--- config.mk ---
export PLATFORM = sky130hd
export DESIGN_NAME = pwm_capture_flat
export DESIGN_NICKNAME = d
export VERILOG_FILES = /design/src/rtl/pwm_capture_if.sv /design/src/rtl/pwm_capture.sv /design/src/flat_wrapper.sv
export SDC_FILE = /design/constraint.sdc
export NUM_CORES = 1
export LEC_CHECK = 0
export CAP_MARGIN = 10
export CORE_ASPECT_RATIO = 1.1
export CORE_MARGIN = 2
export CORE_UTILIZATION = 39
export DETAILED_ROUTE_END_ITERATION = 10
export GPL_TIMING_DRIVEN = 0
export PLACE_DENSITY = 0.57
export SYNTH_ARGS = -nofsm -noshare
export SYNTH_HDL_FRONTEND = slang
export SYNTH_SLANG_ARGS = --single-unit
--- constraint.sdc ---
create_clock -name clk -period 5.5 [get_ports clk]
set_clock_uncertainty 0.15 [all_clocks]
set_input_delay 0.825 -clock clk [delete_from_list [all_inputs] [get_ports clk]]
set_output_delay 0.825 -clock clk [all_outputs]
set_load 0.03 [all_outputs]
--- src/rtl/pwm_capture_if.sv ---
// Signal bundle for the PWM capture block: capture controls in, measurement results and stuck flags out.
interface pwm_capture_if #(parameter int WIDTH = 16);
    logic             enable;
    logic             pwm_in;
    logic [WIDTH-1:0] period_meas;
    logic [WIDTH-1:0] duty_meas;
    logic             valid;
    logic             stuck_low;
    logic             stuck_high;

    modport master (
        output enable, pwm_in,
        input  period_meas, duty_meas, valid, stuck_low, stuck_high
    );

    modport slave (
        input  enable, pwm_in,
        output period_meas, duty_meas, valid, stuck_low, stuck_high
    );
endinterface

--- src/rtl/pwm_capture.sv ---
// Measures period and high time of an asynchronous PWM input in clk cycles and flags an input that
// stops toggling. The first partial period after reset, disable or a stuck condition is discarded.
module pwm_capture #(
    parameter int WIDTH   = 16,
    parameter int TIMEOUT = 65535
) (
    input  logic          clk,
    input  logic          reset_n,
    pwm_capture_if.slave  bus
);
    typedef enum logic [1:0] {
        IDLE    = 2'd0,
        MEASURE = 2'd1,
        STUCK   = 2'd2
    } state_t;

    localparam logic [WIDTH-1:0] CNT_MAX   = {WIDTH{1'b1}};
    localparam logic [WIDTH-1:0] TIMEOUT_C = WIDTH'(TIMEOUT);
    localparam logic [WIDTH-1:0] CNT_ONE   = WIDTH'(1);

    state_t           state_r, state_s;
    logic             sync1_r, sync2_r, sync3_r;
    logic             rise_r, fall_r;
    logic [WIDTH-1:0] per_cnt_r, per_cnt_s;
    logic [WIDTH-1:0] high_cnt_r, high_cnt_s;
    logic [WIDTH-1:0] period_r, period_s;
    logic [WIDTH-1:0] duty_r, duty_s;
    logic             valid_r, valid_s;
    logic             stuck_low_r, stuck_low_s;
    logic             stuck_high_r, stuck_high_s;

    function automatic logic [WIDTH-1:0] sat_inc(input logic [WIDTH-1:0] value);
        return (value == CNT_MAX) ? value : value + CNT_ONE;
    endfunction

    // Synchronizer and registered edge flags; sync3_r is the level aligned with rise_r/fall_r
    always_ff @(posedge clk) begin
        if (!reset_n) begin
            {sync1_r, sync2_r, sync3_r, rise_r, fall_r} <= 5'b0;
        end else begin
            sync1_r <= bus.pwm_in;
            sync2_r <= sync1_r;
            sync3_r <= sync2_r;
            rise_r  <= sync2_r & ~sync3_r;
            fall_r  <= ~sync2_r & sync3_r;
        end
    end

    // Next-state, counter and result logic
    always_comb begin
        state_s      = state_r;
        per_cnt_s    = per_cnt_r;
        high_cnt_s   = high_cnt_r;
        period_s     = period_r;
        duty_s       = duty_r;
        valid_s      = 1'b0;
        stuck_low_s  = stuck_low_r;
        stuck_high_s = stuck_high_r;
        if (!bus.enable) begin
            state_s      = IDLE;
            per_cnt_s    = '0;
            high_cnt_s   = '0;
            stuck_low_s  = 1'b0;
            stuck_high_s = 1'b0;
        end else if (rise_r) begin
            if (state_r == MEASURE) begin
                period_s = per_cnt_r;
                duty_s   = high_cnt_r;
                valid_s  = 1'b1;
            end else begin
                valid_s  = 1'b0;
            end
            state_s      = MEASURE;
            per_cnt_s    = CNT_ONE;
            high_cnt_s   = CNT_ONE;
            stuck_low_s  = 1'b0;
            stuck_high_s = 1'b0;
        end else begin
            case (state_r)
                IDLE, MEASURE: begin
                    if (per_cnt_r >= TIMEOUT_C) begin
                        state_s      = STUCK;
                        stuck_high_s = sync3_r;
                        stuck_low_s  = ~sync3_r;
                    end else begin
                        per_cnt_s = sat_inc(per_cnt_r);
                        if ((state_r == MEASURE) && sync3_r) begin
                            high_cnt_s = sat_inc(high_cnt_r);
                        end else begin
                            high_cnt_s = high_cnt_r;
                        end
                    end
                end
                STUCK: begin
                    if (fall_r) begin
                        state_s      = IDLE;
                        per_cnt_s    = CNT_ONE;
                        high_cnt_s   = '0;
                        stuck_low_s  = 1'b0;
                        stuck_high_s = 1'b0;
                    end else begin
                        state_s = STUCK;
                    end
                end
                default: begin
                    state_s      = IDLE;
                    per_cnt_s    = '0;
                    high_cnt_s   = '0;
                    stuck_low_s  = 1'b0;
                    stuck_high_s = 1'b0;
                end
            endcase
        end
    end

    // State, counter and output registers
    always_ff @(posedge clk) begin
        if (!reset_n) begin
            state_r      <= IDLE;
            per_cnt_r    <= '0;
            high_cnt_r   <= '0;
            period_r     <= '0;
            duty_r       <= '0;
            valid_r      <= 1'b0;
            stuck_low_r  <= 1'b0;
            stuck_high_r <= 1'b0;
        end else begin
            state_r      <= state_s;
            per_cnt_r    <= per_cnt_s;
            high_cnt_r   <= high_cnt_s;
            period_r     <= period_s;
            duty_r       <= duty_s;
            valid_r      <= valid_s;
            stuck_low_r  <= stuck_low_s;
            stuck_high_r <= stuck_high_s;
        end
    end

    assign bus.period_meas = period_r;
    assign bus.duty_meas   = duty_r;
    assign bus.valid       = valid_r;
    assign bus.stuck_low   = stuck_low_r;
    assign bus.stuck_high  = stuck_high_r;

endmodule

--- src/flat_wrapper.sv ---
// flat-port wrapper written by rule: the top's interface ports become plain ports
module pwm_capture_flat 
#(
    parameter int WIDTH   = 16,
    parameter int TIMEOUT = 65535
)
  (clk, reset_n, bus_enable, bus_pwm_in, bus_period_meas, bus_duty_meas, bus_valid, bus_stuck_low, bus_stuck_high);
  pwm_capture_if #(.WIDTH(WIDTH)) bus_i ();
  input  logic clk;
  input  logic reset_n;
  input wire logic [$bits(bus_i.enable)-1:0] bus_enable;
  input wire logic [$bits(bus_i.pwm_in)-1:0] bus_pwm_in;
  output wire logic [$bits(bus_i.period_meas)-1:0] bus_period_meas;
  output wire logic [$bits(bus_i.duty_meas)-1:0] bus_duty_meas;
  output wire logic [$bits(bus_i.valid)-1:0] bus_valid;
  output wire logic [$bits(bus_i.stuck_low)-1:0] bus_stuck_low;
  output wire logic [$bits(bus_i.stuck_high)-1:0] bus_stuck_high;
  assign bus_i.enable = bus_enable;
  assign bus_i.pwm_in = bus_pwm_in;
  assign bus_period_meas = bus_i.period_meas;
  assign bus_duty_meas = bus_i.duty_meas;
  assign bus_valid = bus_i.valid;
  assign bus_stuck_low = bus_i.stuck_low;
  assign bus_stuck_high = bus_i.stuck_high;
  pwm_capture #(.WIDTH(WIDTH), .TIMEOUT(TIMEOUT)) u_core (.clk(clk), .reset_n(reset_n), .bus(bus_i));
endmodule
Word-level counts from Yosys, hierarchy flattened:

Cells that the tools add are included.

* reductions and logical operators: 12
* bitwise logic cells: 6
* $mul: 0
* muxes and demuxes: 21
* add/sub/neg operators: 2
* div/mod/pow operators: 0
* order comparisons: 1
* shifts and indexed selects: 0
* equal/unequal tests: 16

Operators by type and width (count)
* 16-bit two-way mux: 7
* 16-bit one-hot mux with 2 select lines: 2
* 16-bit by 1-bit adder with 16-bit output, second input constant: 2
* 16-bit equality test, second input constant: 2
* 16-bit greater-or-equal comparator, second input constant: 1
* 3-bit AND reduction: 4
* 3-bit by 1-bit inequality test with 1-bit output, second input constant: 3
* 3-bit by 2-bit inequality test with 1-bit output, second input constant: 3
* 4-bit AND reduction: 2
* 1-bit two-way mux: 7
* 2-bit by 1-bit inequality test with 1-bit output, second input constant: 3
* 2-bit inequality test, second input constant: 3
* 2-bit two-way mux: 2
* 1-bit NOT: 4
* 1-bit one-hot mux with 2 select lines: 2
* 2-bit one-hot mux with 2 select lines: 1
* 2-bit AND reduction: 2
* 3-bit OR reduction: 1
* 1-bit bitwise AND: 2
* 2-bit by 1-bit equality test with 1-bit output, second input constant: 1
* 2-bit equality test, second input constant: 1
* 2-bit zero test: 1
* 2-bit OR reduction: 1
* 1-bit logical AND: 1

* bits of input ports: 4
* memories kept: 0
* bits in latches: 0
* register bits after elaboration: 74
* bits in writable memories: 0
* logic and storage cells: 74
* bits in read-only memories: 0

Logic depth before layout (Yosys ltp):

Gate-level depths: netlist of run 1.

* depth in word-level cells: 6
* gate-level depth with buffers: 7
* mapped depth without buffers: 6

Least setup slack after synthesis of run 1:

OpenSTA, ideal clock, no wires.

* kind: in2reg
* start point: input reset_n
* end point: register u_core.per_cnt_r[10]
* required time: 5233 ps
* arrival time: 1819 ps
* path slack: 3414 ps
* path buffers: 1
* stages on the path: 5
* library setup time: 117 ps
* cell sequence: nand3b_1 > nor2_1 > nor2_1 > buf_2 > nor2_1

* word-level cells in the longest chain between the ends: 2

Ends and longest elaborated chain
* start, declared: line flat_wrapper.sv:10 `input logic reset_n;`
* 1-bit NOT (no line)
* 3-bit OR reduction (no line)
* end signal, assigned: line pwm_capture.sv:129 `per_cnt_r <= per_cnt_s;`
* end, declared: line pwm_capture.sv:24 `logic [WIDTH-1:0] per_cnt_r, per_cnt_s;`

No other way between the ends.
A chain may end at the register's enable or synchronous reset.

Worst setup path in the final report of run 1:

* start point: input bus_enable
* end point: register u_core.per_cnt_r[15]

* word-level cells in the longest chain between the ends: 2

Ends and longest elaborated chain
* start, declared: line flat_wrapper.sv:11 `input wire logic [$bits(bus_i.enable)-1:0] bus_enable;`
* 1-bit NOT (no line)
* 3-bit OR reduction (no line)

No other way between the ends.

==> flow_metrics.py, run 1 <==
metrics = {
    "clocking": {
        "cts_buffers": 9,
        "cts_setup_buffers": 0,
        "clockBufferDepth": 2,
        "clk_pin_slew_worst_paths_ns": 0.08,
        "cts-root-buf": "clkbuf_8",
        "ctsHoldBuffers": 0,
        "cts_tree": "built",
        "cts_resized": 0,
        "clkSinkCount": 74,
        "htree_levels": 3,
        "insertion_delay_ns": 0.35,
    },
    "worst_setup_path": {
        "crit_buf_inv": 2,
        "r2r_slack_ns": 2.95,
        "worst-path-stages": 6,
        "r2r_end": "u_core.per_cnt_r[15]",
        "slowest_stage": "nor2_1",
        "cp_max_fo": 10,
        "critPathCaptureType": "flop",
        "critPathKind": "primary input to flop",
        "cp_data_required_time_ns": 5.60,
        "rr_worst_depth": 5,
        "critPathLaunchType": "primary input",
        "crit_top_cell": "nor2_1",
        "cp_top_family": "simple AND/OR/NAND/NOR gates",
        "arrival_ns": 3.00,
        "worstPathCellList": "clkdlybuf4s50_1 -> nand3b_1 -> nor2_1 -> nor2_1 -> buf_2 -> nor2_1",
        "reg2reg_from": "u_core.state_r[1]",
        "critical-path-max-stage-delay_ns": 0.72,
    },
    "timing": {
        "fmax_mhz": 344,
        "hold_violations": 0,
        "finalSetupViolations": 0,
        "fin_setup_tns_ns": 0,
        "max-slew-margin-rel_pct": 41.7,
        "finalCritPeriodShare_pct": 52.8,
        "worst_hold_slack_ns": 0.256,
        "min_period_ns": 2.90,
        "grt_setup_unrepaired": "false",
        "worst_pin_slew_ns": 0.871,
        "slew_violations": 0,
    },
    "logic_synthesis": {
        "yosysTopAreaCell": "dfxtp_1",
        "avgSynthCellArea_um2": 8.57,
        "syn_inst": 386,
        "synth_area_leaders": "dfxtp_1 (45%), nand2_1 (9.6%), a21boi_0 (7.3%)",
        "yosysSeqAreaShare_pct": 44.8,
        "synth_xor_area_share_pct": 3.44,
        "synthArstFlopShare_pct": 0,
        "syn_area_um2": 3310,
        "synthesis.nets": 392,
        "ys_ff_latch": 74,
        "synth_compound_area_share_pct": 16.5,
        "synth_edf_count": 0,
        "ys.flop_type": "dfxtp_1",
        "synth.distinct_cells": 54,
        "synthMuxAreaShare_pct": 0,
        "yosys.area_share.simple_pct": 30.9,
        "synth_top_area_share_pct": 44.8,
        "synthAdderAreaFrac_pct": 0.756,
        "synth_top_family_by_area": "simple AND/OR/NAND/NOR gates",
        "synth_warnings": 0,
    },
    "status": {
        "outcome": "completed",
    },
    "drt": {
        "drt_iter0_drc": 126,
        "ant_nets": 0,
        "via_per_inst": 5.37,
        "wl_per_cell_um": 14.4,
        "routed_wirelength_mm": 7.93,
        "drcViolationCount": 0,
        "drt-pass1-iter-count": 4,
        "vias": 2958,
    },
    "layout": {
        "instances_no_fill": 551,
        "nets": 441,
        "layout.area.seq_um2": 1480,
        "drive_above_1_share_pct": 7.95,
        "nFillCells": 837,
        "antenna_cells": 0,
        "final_cell_mix": "nand2_1 (85), dfxtp_1 (74), clkdlybuf4s50_1 (38), a21boi_0 (32), nor2_1 (27)",
        "final_common_cell": "nand2_1",
        "postLayoutCoreUtil_pct": 48.3,
        "area_growth_pct": 21.6,
        "multiInputGateArea_um2": 1710,
    },
    "floorplan": {
        "row_count": 35,
        "coreArea_um2": 8320,
        "io_pins": 39,
        "initial_utilization_pct": 39.8,
        "dieArea_um2": 9240,
        "die_w_um": 91.8,
        "die_h_um": 101,
    },
    "global_route": {
        "antenna_found_initial": 0,
        "grt_max_degree": 14,
        "overflow": 0,
        "grt_pass1_wl_mm": 13.6,
        "grt_pass1_vias": 2889,
        "grt.total_usage_pct": 18.4,
    },
    "worst_hold_path": {
        "hp-start": "u_core.sync2_r",
        "min_path_cells": 1,
        "hold_class": "flop to flop",
        "worst_hold_path.endpoint": "u_core.fall_r",
    },
    "power": {
        "peakVddDrop_v": 0.000167,
        "power.density_nw_per_um2": 245,
        "leakage_nw": 1.31,
    },
    "placement": {
        "io_buffers": 38,
        "hpwl_mm": 5.77,
        "gp_congestion": 0.860,
        "dp_cells": 535,
    },
    "flow_run": {
        "maxCapViolations": 0,
    },
}
routing by layer:
metal	track usage, %	share of wire, %	vias up
met5	0	0	-
met4	7.00	1.7	0
met3	3.74	2.8	12
met2	31.4	50	55
met1	22.9	46	1418
li1	-	-	1473
cells by family after synthesis:
group | count (synthesis)
simple gates | 193
compound gates | 78
flops | 74
buf+inv | 26
xor+xnor | 13
fa+ha+maj | 2
worst max path at each step:
stage | from | endpoint | slack [ns]
2_1_floorplan | reset_n | u_core.per_cnt_r[10] | 3.41
3_3_place_gp | bus_enable | u_core.per_cnt_r[15] | 2.21
3_5_place_dp | reset_n | u_core.per_cnt_r[15] | 2.22
4_1_cts | bus_enable | u_core.per_cnt_r[15] | 2.60
5_1_grt | reset_n | u_core.per_cnt_r[15] | 2.41
6_report | bus_enable | u_core.per_cnt_r[15] | 2.60
cells in the mapped netlist, types with 3 or more instances:
cell type / number
a21oi_1: 13
dfxtp_1: 74
nand4_1: 10
or3_1: 5
inv_1: 4
o21ai_0: 7
nor2_1: 27
nor3_1: 8
and2_1: 6
and3_1: 3
a31oi_1: 3
o31ai_1: 7
buf_2: 5
nor4_1: 6
a21boi_0: 32
nand3_1: 13
xnor2_1: 13
or4_1: 6
and4_1: 4
clkbuf_1: 13
nand2_1: 85
area by class of cell:
class	count	share of cell area (%)
multi-input combinational	286	42.5
sequential	74	36.8
timing repair buffer	38	9.46
tap	111	3.45
clock buffer	9	3.08
buffer	22	2.55
clock inverter	7	1.74
inverter	4	0.373
metrics by stage:
step | area [µm²] | worst slack (ns) | power [mW]
finish | 4020 | 2.60 | 0.985
global route | 4020 | 2.41 | 1.02
CTS | 4020 | 2.60 | 0.998
detailed placement | 3830 | 2.22 | 0.575
global placement | 3830 | 2.21 | 0.575
floorplan | 3310 | 3.41 | 0.566
where the power goes:
part           internal (mW)  switching, mW
Clock                  0.209          0.214
Sequential             0.537        0.00265
Combinational        0.00910         0.0132
state kept, by name, indices dropped and copies added, names as in the netlist:
register,cells
u_core.high_cnt_r,16
u_core.sync3_r,1
u_core.fall_r,1
u_core.per_cnt_r,16
u_core.sync2_r,1
u_core.bus.period_meas,16
u_core.bus.valid,1
u_core.state_r,2
u_core.bus.duty_meas,16
u_core.bus.stuck_high,1
u_core.sync1_r,1
u_core.rise_r,1
u_core.bus.stuck_low,1
Note: power is estimated with default switching activity, not from simulation.
==> inputs of run 2 (changes only) <==
--- a/config.mk
+++ b/config.mk
@@ -11,7 +11,7 @@
 export CORE_UTILIZATION = 39
 export DETAILED_ROUTE_END_ITERATION = 10
 export GPL_TIMING_DRIVEN = 0
-export PLACE_DENSITY = 0.57
+export PLACE_DENSITY = 0.59
 export SYNTH_ARGS = -nofsm -noshare
 export SYNTH_HDL_FRONTEND = slang
 export SYNTH_SLANG_ARGS = --single-unit
==> constraint.sdc (replaced) <==
create_clock -name clk -period 2.59 [get_ports clk]
set_clock_uncertainty 0.15 [all_clocks]
set_input_delay 0.3885 -clock clk [delete_from_list [all_inputs] [get_ports clk]]
set_output_delay 0.3885 -clock clk [all_outputs]
set_load 0.03 [all_outputs]
==> run 2 against run 1 <==
Via count down 2.1%. Sequential share of layout area up 0.20 points. Cell area is 0.53% lower. Die area stayed put. Critical path depth is the same. Highest routed layer unchanged. Utilization is 0.26 points lower. Largest power group unchanged. Hold slack improved by 0.012 ns. Sequential cell count did not move. Combinational power rose by 110%. First-iteration DRC count decreased by 4.0%. Register-to-register slack worse by 2.7 ns.
==> flow_metrics.py, run 2 (synthesis results as in run 1) <==
metrics = {
    "placement": {
        "gp_congestion": 0.864,
        "hpwl_mm": 5.68,
        "io_buffers": 38,
    },
    "timing": {
        "max-slew-margin-rel_pct": 52.1,
        "slew_violations": 0,
        "hold_violations": 0,
        "grt_setup_unrepaired": "false",
        "worst_hold_slack_ns": 0.268,
        "finalSetupViolations": 0,
        "finalCritPeriodShare_pct": 88.4,
        "min_period_ns": 2.29,
        "fmax_mhz": 437,
        "worst_pin_slew_ns": 0.717,
    },
    "global_route": {
        "grt_max_degree": 12,
        "overflow": 0,
        "grt_pass1_wl_mm": 13.6,
        "grt_pass1_vias": 2857,
        "antenna_found_initial": 0,
        "grt.total_usage_pct": 18.2,
    },
    "power": {
        "peakVddDrop_v": 0.000275,
        "leakage_nw": 1.30,
        "finalPower_mw": 2.00,
        "power.density_nw_per_um2": 501,
    },
    "worst_setup_path": {
        "arrival_ns": 2.39,
        "endpoint": "u_core.high_cnt_r[5]",
        "critPathCaptureType": "flop",
        "rr_worst_depth": 6,
        "critPathKind": "flop to flop",
        "crit_path_start": "u_core.state_r[1]",
        "r2r_end": "u_core.high_cnt_r[5]",
        "reg2reg_from": "u_core.state_r[1]",
        "r2r_slack_ns": 0.30,
        "cp_data_required_time_ns": 2.69,
        "critPathLaunchType": "flop",
        "cp_max_fo": 10,
    },
    "clocking": {
        "clk_pin_slew_worst_paths_ns": 0.07,
        "cts_buffers": 9,
        "cts-root-buf": "clkbuf_8",
        "insertion_delay_ns": 0.35,
        "htree_levels": 3,
        "clockBufferDepth": 2,
        "ctsHoldBuffers": 0,
        "cts_tree": "built",
        "clkSinkCount": 74,
    },
    "layout": {
        "final_cell_mix": "nand2_1 (85), dfxtp_1 (74), clkdlybuf4s50_1 (38), a21boi_0 (32), nor2_1 (26)",
        "final_common_cell": "nand2_1",
        "drive_above_1_share_pct": 7.74,
        "antenna_cells": 0,
        "nets": 441,
        "area_growth_pct": 20.9,
    },
    "floorplan": {
        "die_w_um": 91.8,
        "initial_utilization_pct": 39.8,
        "dieArea_um2": 9240,
        "io_pins": 39,
        "coreArea_um2": 8320,
        "row_count": 35,
        "die_h_um": 101,
    },
    "drt": {
        "drcViolationCount": 0,
        "ant_nets": 0,
        "drt-pass1-iter-count": 4,
        "vias": 2897,
        "via_per_inst": 5.27,
        "wl_per_cell_um": 14.5,
        "drt_iter0_drc": 121,
        "routed_wirelength_mm": 7.96,
    },
    "worst_hold_path": {
        "hold_class": "flop to flop",
    },
    "flow_run": {
        "maxCapViolations": 0,
    },
    "status": {
        "outcome": "completed",
    },
}
[run 2: area by class of cell]
cell class	count	area, µm²
Fill cell	851	4320
Multi-Input combinational cell	286	1710
Sequential cell	74	1480
Timing Repair Buffer	38	380
Clock buffer	12	155
Tap cell	111	139
Buffer	22	103
Clock inverter	3	15.0
Inverter	4	15.0
[run 2: repair_timing]
action,CTS,global route
setup buffers,0,0
endpoints found under the setup margin,0,10
gates resized for setup,0,1
hold endpoints to repair,0,0
[run 2: how the worst min path moves through the flow]
stage | from | endpoint | slack, ns | depth (start not counted)
3_3_place_gp | u_core.sync2_r | u_core.fall_r | 0.25 | 1
6_report | u_core.sync2_r | u_core.fall_r | 0.27 | 1
5_1_grt | u_core.sync2_r | u_core.fall_r | 0.29 | 1
4_1_cts | u_core.sync2_r | u_core.fall_r | 0.27 | 1
2_1_floorplan | u_core.sync2_r | u_core.fall_r | 0.23 | 1
3_5_place_dp | u_core.sync2_r | u_core.fall_r | 0.25 | 1
[run 2: power by group]
part / total (mW) / internal, mW / switching (mW)
clock network: 0.809 / 0.391 / 0.418
logic: 0.0475 / 0.0196 / 0.0279
registers: 1.15 / 1.14 / 0.00523
total: 2.00 / 1.55 / 0.452
[run 2: per-stage QoR]
step                utilization, %  area [µm²]  instances  setup WS [ns]  setup TNS, ns
CTS                           48.0        4000        550         0.0939              0
finish                        48.1        4000        550          0.299              0
detailed placement            46.0        3830        535         -0.231          -2.25
floorplan                        -        3310        386          0.584              0
global route                  48.1        4000        550          0.177              0
global placement              46.0        3830        535         -0.228          -2.24
[run 2: worst max-delay path: stages, from the launching register on]
cell      delay (ns)
dfxtp_1         0.45
nor3b_1         0.64
clkbuf_1        0.48
nand2_1         0.18
nand2_1         0.12
o311ai_1        0.10
o41ai_1         0.08
[run 2: per-layer routing]
metal / GRT usage [%] / vias to the layer above / share of wire, %
li1: - / 1469 / -
met1: 22.3 / 1364 / 47
met2: 31.6 / 51 / 48
met3: 4.34 / 13 / 2.8
met4: 6.20 / 0 / 1.6
met5: 0 / - / 0
==> inputs of run 3 (changes only) <==
--- a/config.mk
+++ b/config.mk
@@ -11,7 +11,6 @@
 export CORE_UTILIZATION = 39
 export DETAILED_ROUTE_END_ITERATION = 10
 export GPL_TIMING_DRIVEN = 0
-export PLACE_DENSITY = 0.59
 export SYNTH_ARGS = -nofsm -noshare
 export SYNTH_HDL_FRONTEND = slang
 export SYNTH_SLANG_ARGS = --single-unit
==> run 3 against run 2 <==
Power shrank 0.23%. Highest routed layer unchanged. Cell area is the same. Largest cell class unchanged. Global-route usage grew 0.31 points. Critical endpoint is now u_core.per_cnt_r[15]. Sequential cell count is the same. Non-clock buffer count is the same.
==> flow_metrics.py, run 3 (synthesis results as in run 1) <==
metrics = {
    "clocking": {
        "cts_buffers": 9,
        "cts_tree": "built",
        "clk_pin_slew_worst_paths_ns": 0.07,
        "clockBufferDepth": 2,
        "clkSinkCount": 74,
        "insertion_delay_ns": 0.34,
        "cts-root-buf": "clkbuf_8",
        "htree_levels": 3,
        "ctsHoldBuffers": 0,
    },
    "worst_setup_path": {
        "critPathCaptureType": "flop",
        "critPathKind": "flop to flop",
        "cp_top_family": "simple AND/OR/NAND/NOR gates",
        "arrival_ns": 2.37,
        "cp_max_fo": 10,
        "crit_top_cell": "nor2_1",
        "crit_buf_inv": 2,
        "critPathLaunchType": "flop",
        "worstPathCellList": "clkbuf_1 -> nor2_1 -> nor2_2 -> buf_2 -> nor2_1",
        "critical-path-max-stage-delay_ns": 0.53,
        "slowest_stage": "nor2_2",
        "cp_data_required_time_ns": 2.67,
    },
    "global_route": {
        "grt_max_degree": 12,
        "antenna_found_initial": 0,
        "grt_pass1_vias": 2993,
        "grt_use_met3_pct": 2.69,
        "grt_pass1_wl_mm": 13.9,
        "busiest_layer": "met2",
        "overflow": 0,
        "globalRouteMet2Util_pct": 32.7,
        "grt.total_usage_pct": 18.5,
        "met1_usage_pct": 22.1,
    },
    "power": {
        "finalPower_mw": 2.00,
        "intPower_mw": 1.55,
        "p_sw_share_pct": 22.3,
        "leakage_nw": 1.30,
        "p_seq_share_pct": 57.4,
        "combPwrFrac_pct": 2.4,
        "p_clk_share_pct": 40.2,
        "peakVddDrop_v": 0.000243,
        "power.density_nw_per_um2": 500,
        "p_sw_uw": 447,
    },
    "layout": {
        "antenna_cells": 0,
        "final_cell_mix": "nand2_1 (85), dfxtp_1 (74), clkdlybuf4s50_1 (38), a21boi_0 (32), nor2_1 (26)",
        "final_common_cell": "nand2_1",
        "area_growth_pct": 20.9,
        "nets": 441,
        "drive_above_1_share_pct": 7.74,
        "stdcell_area_um2": 4000,
    },
    "drt": {
        "routed_wirelength_mm": 7.97,
        "drt-pass1-iter-count": 4,
        "drcViolationCount": 0,
        "ant_nets": 0,
        "drt_iter0_drc": 99,
        "via_per_inst": 5.33,
        "vias": 2932,
        "wl_per_cell_um": 14.5,
    },
    "floorplan": {
        "die_h_um": 101,
        "initial_utilization_pct": 39.8,
        "dieArea_um2": 9240,
        "die_w_um": 91.8,
        "coreArea_um2": 8320,
        "io_pins": 39,
        "row_count": 35,
    },
    "placement": {
        "hpwl_mm": 5.76,
        "gp_congestion": 0.877,
        "post_dp_cell_area_um2": 3830,
        "io_buffers": 38,
    },
    "timing": {
        "fin_setup_tns_ns": 0,
        "finalCritPeriodShare_pct": 88.5,
        "hold_violations": 0,
        "worst_hold_slack_ns": 0.263,
        "worst_pin_slew_ns": 0.668,
        "fmax_mhz": 436,
        "finalSetupViolations": 0,
        "slew_violations": 0,
        "max-slew-margin-rel_pct": 55.4,
        "min_period_ns": 2.29,
        "grt_setup_unrepaired": "false",
    },
    "worst_hold_path": {
        "hold_class": "flop to flop",
    },
    "status": {
        "outcome": "completed",
    },
    "flow_run": {
        "maxCapViolations": 0,
    },
}
run 3: cell counts in the layout (fill, tap and decap cells not counted):
No cell type changed its count.
run 3: layer usage:
metal,share of wire [%],routed length [µm]
met2,49,3900
met4,2.5,197
met1,45,3630
met3,3.1,250
met5,0,0
run 3: through the flow:
stage | cells | utilization, % | worst slack, ns
2_1_floorplan | 386 | - | 0.584
3_3_place_gp | 535 | 46.0 | -0.237
3_5_place_dp | 535 | 46.0 | -0.251
4_1_cts | 550 | 48.0 | 0.0616
5_1_grt | 550 | 48.1 | 0.157
6_report | 550 | 48.1 | 0.297
run 3: what timing repair did:
item,CTS,global route
buffers inserted,0,0
endpoints found under the setup margin,0,10
resized for setup,0,1
run 3: power by group through the flow:
stage | logic [mW] | registers [mW] | clock network, mW
3_3_place_gp | 0.0479 | 1.17 | 0
6_report | 0.0489 | 1.15 | 0.803
3_5_place_dp | 0.0490 | 1.17 | 0
2_1_floorplan | 0.0306 | 1.17 | 0
4_1_cts | 0.0491 | 1.15 | 0.832
5_1_grt | 0.0539 | 1.15 | 0.884
run 3: final cells by class:
class                      count  area [µm²]
fill                         853        4320
multi-input combinational    286        1710
sequential                    74        1480
timing repair buffer          38         380
clock buffer                  12         155
tap                          111         139
buffer                        22         103
clock inverter                 3        15.0
inverter                       4        15.0
run 3: worst paths after layout:
check        cells after the start                    to         startpoint  slack [ns]
max                              5  u_core.per_cnt_r[15]  u_core.state_r[1]        0.30
min                              1         u_core.fall_r     u_core.sync2_r        0.26
max reg2reg                      5  u_core.per_cnt_r[15]  u_core.state_r[1]        0.30
min reg2reg                      1         u_core.fall_r     u_core.sync2_r        0.26
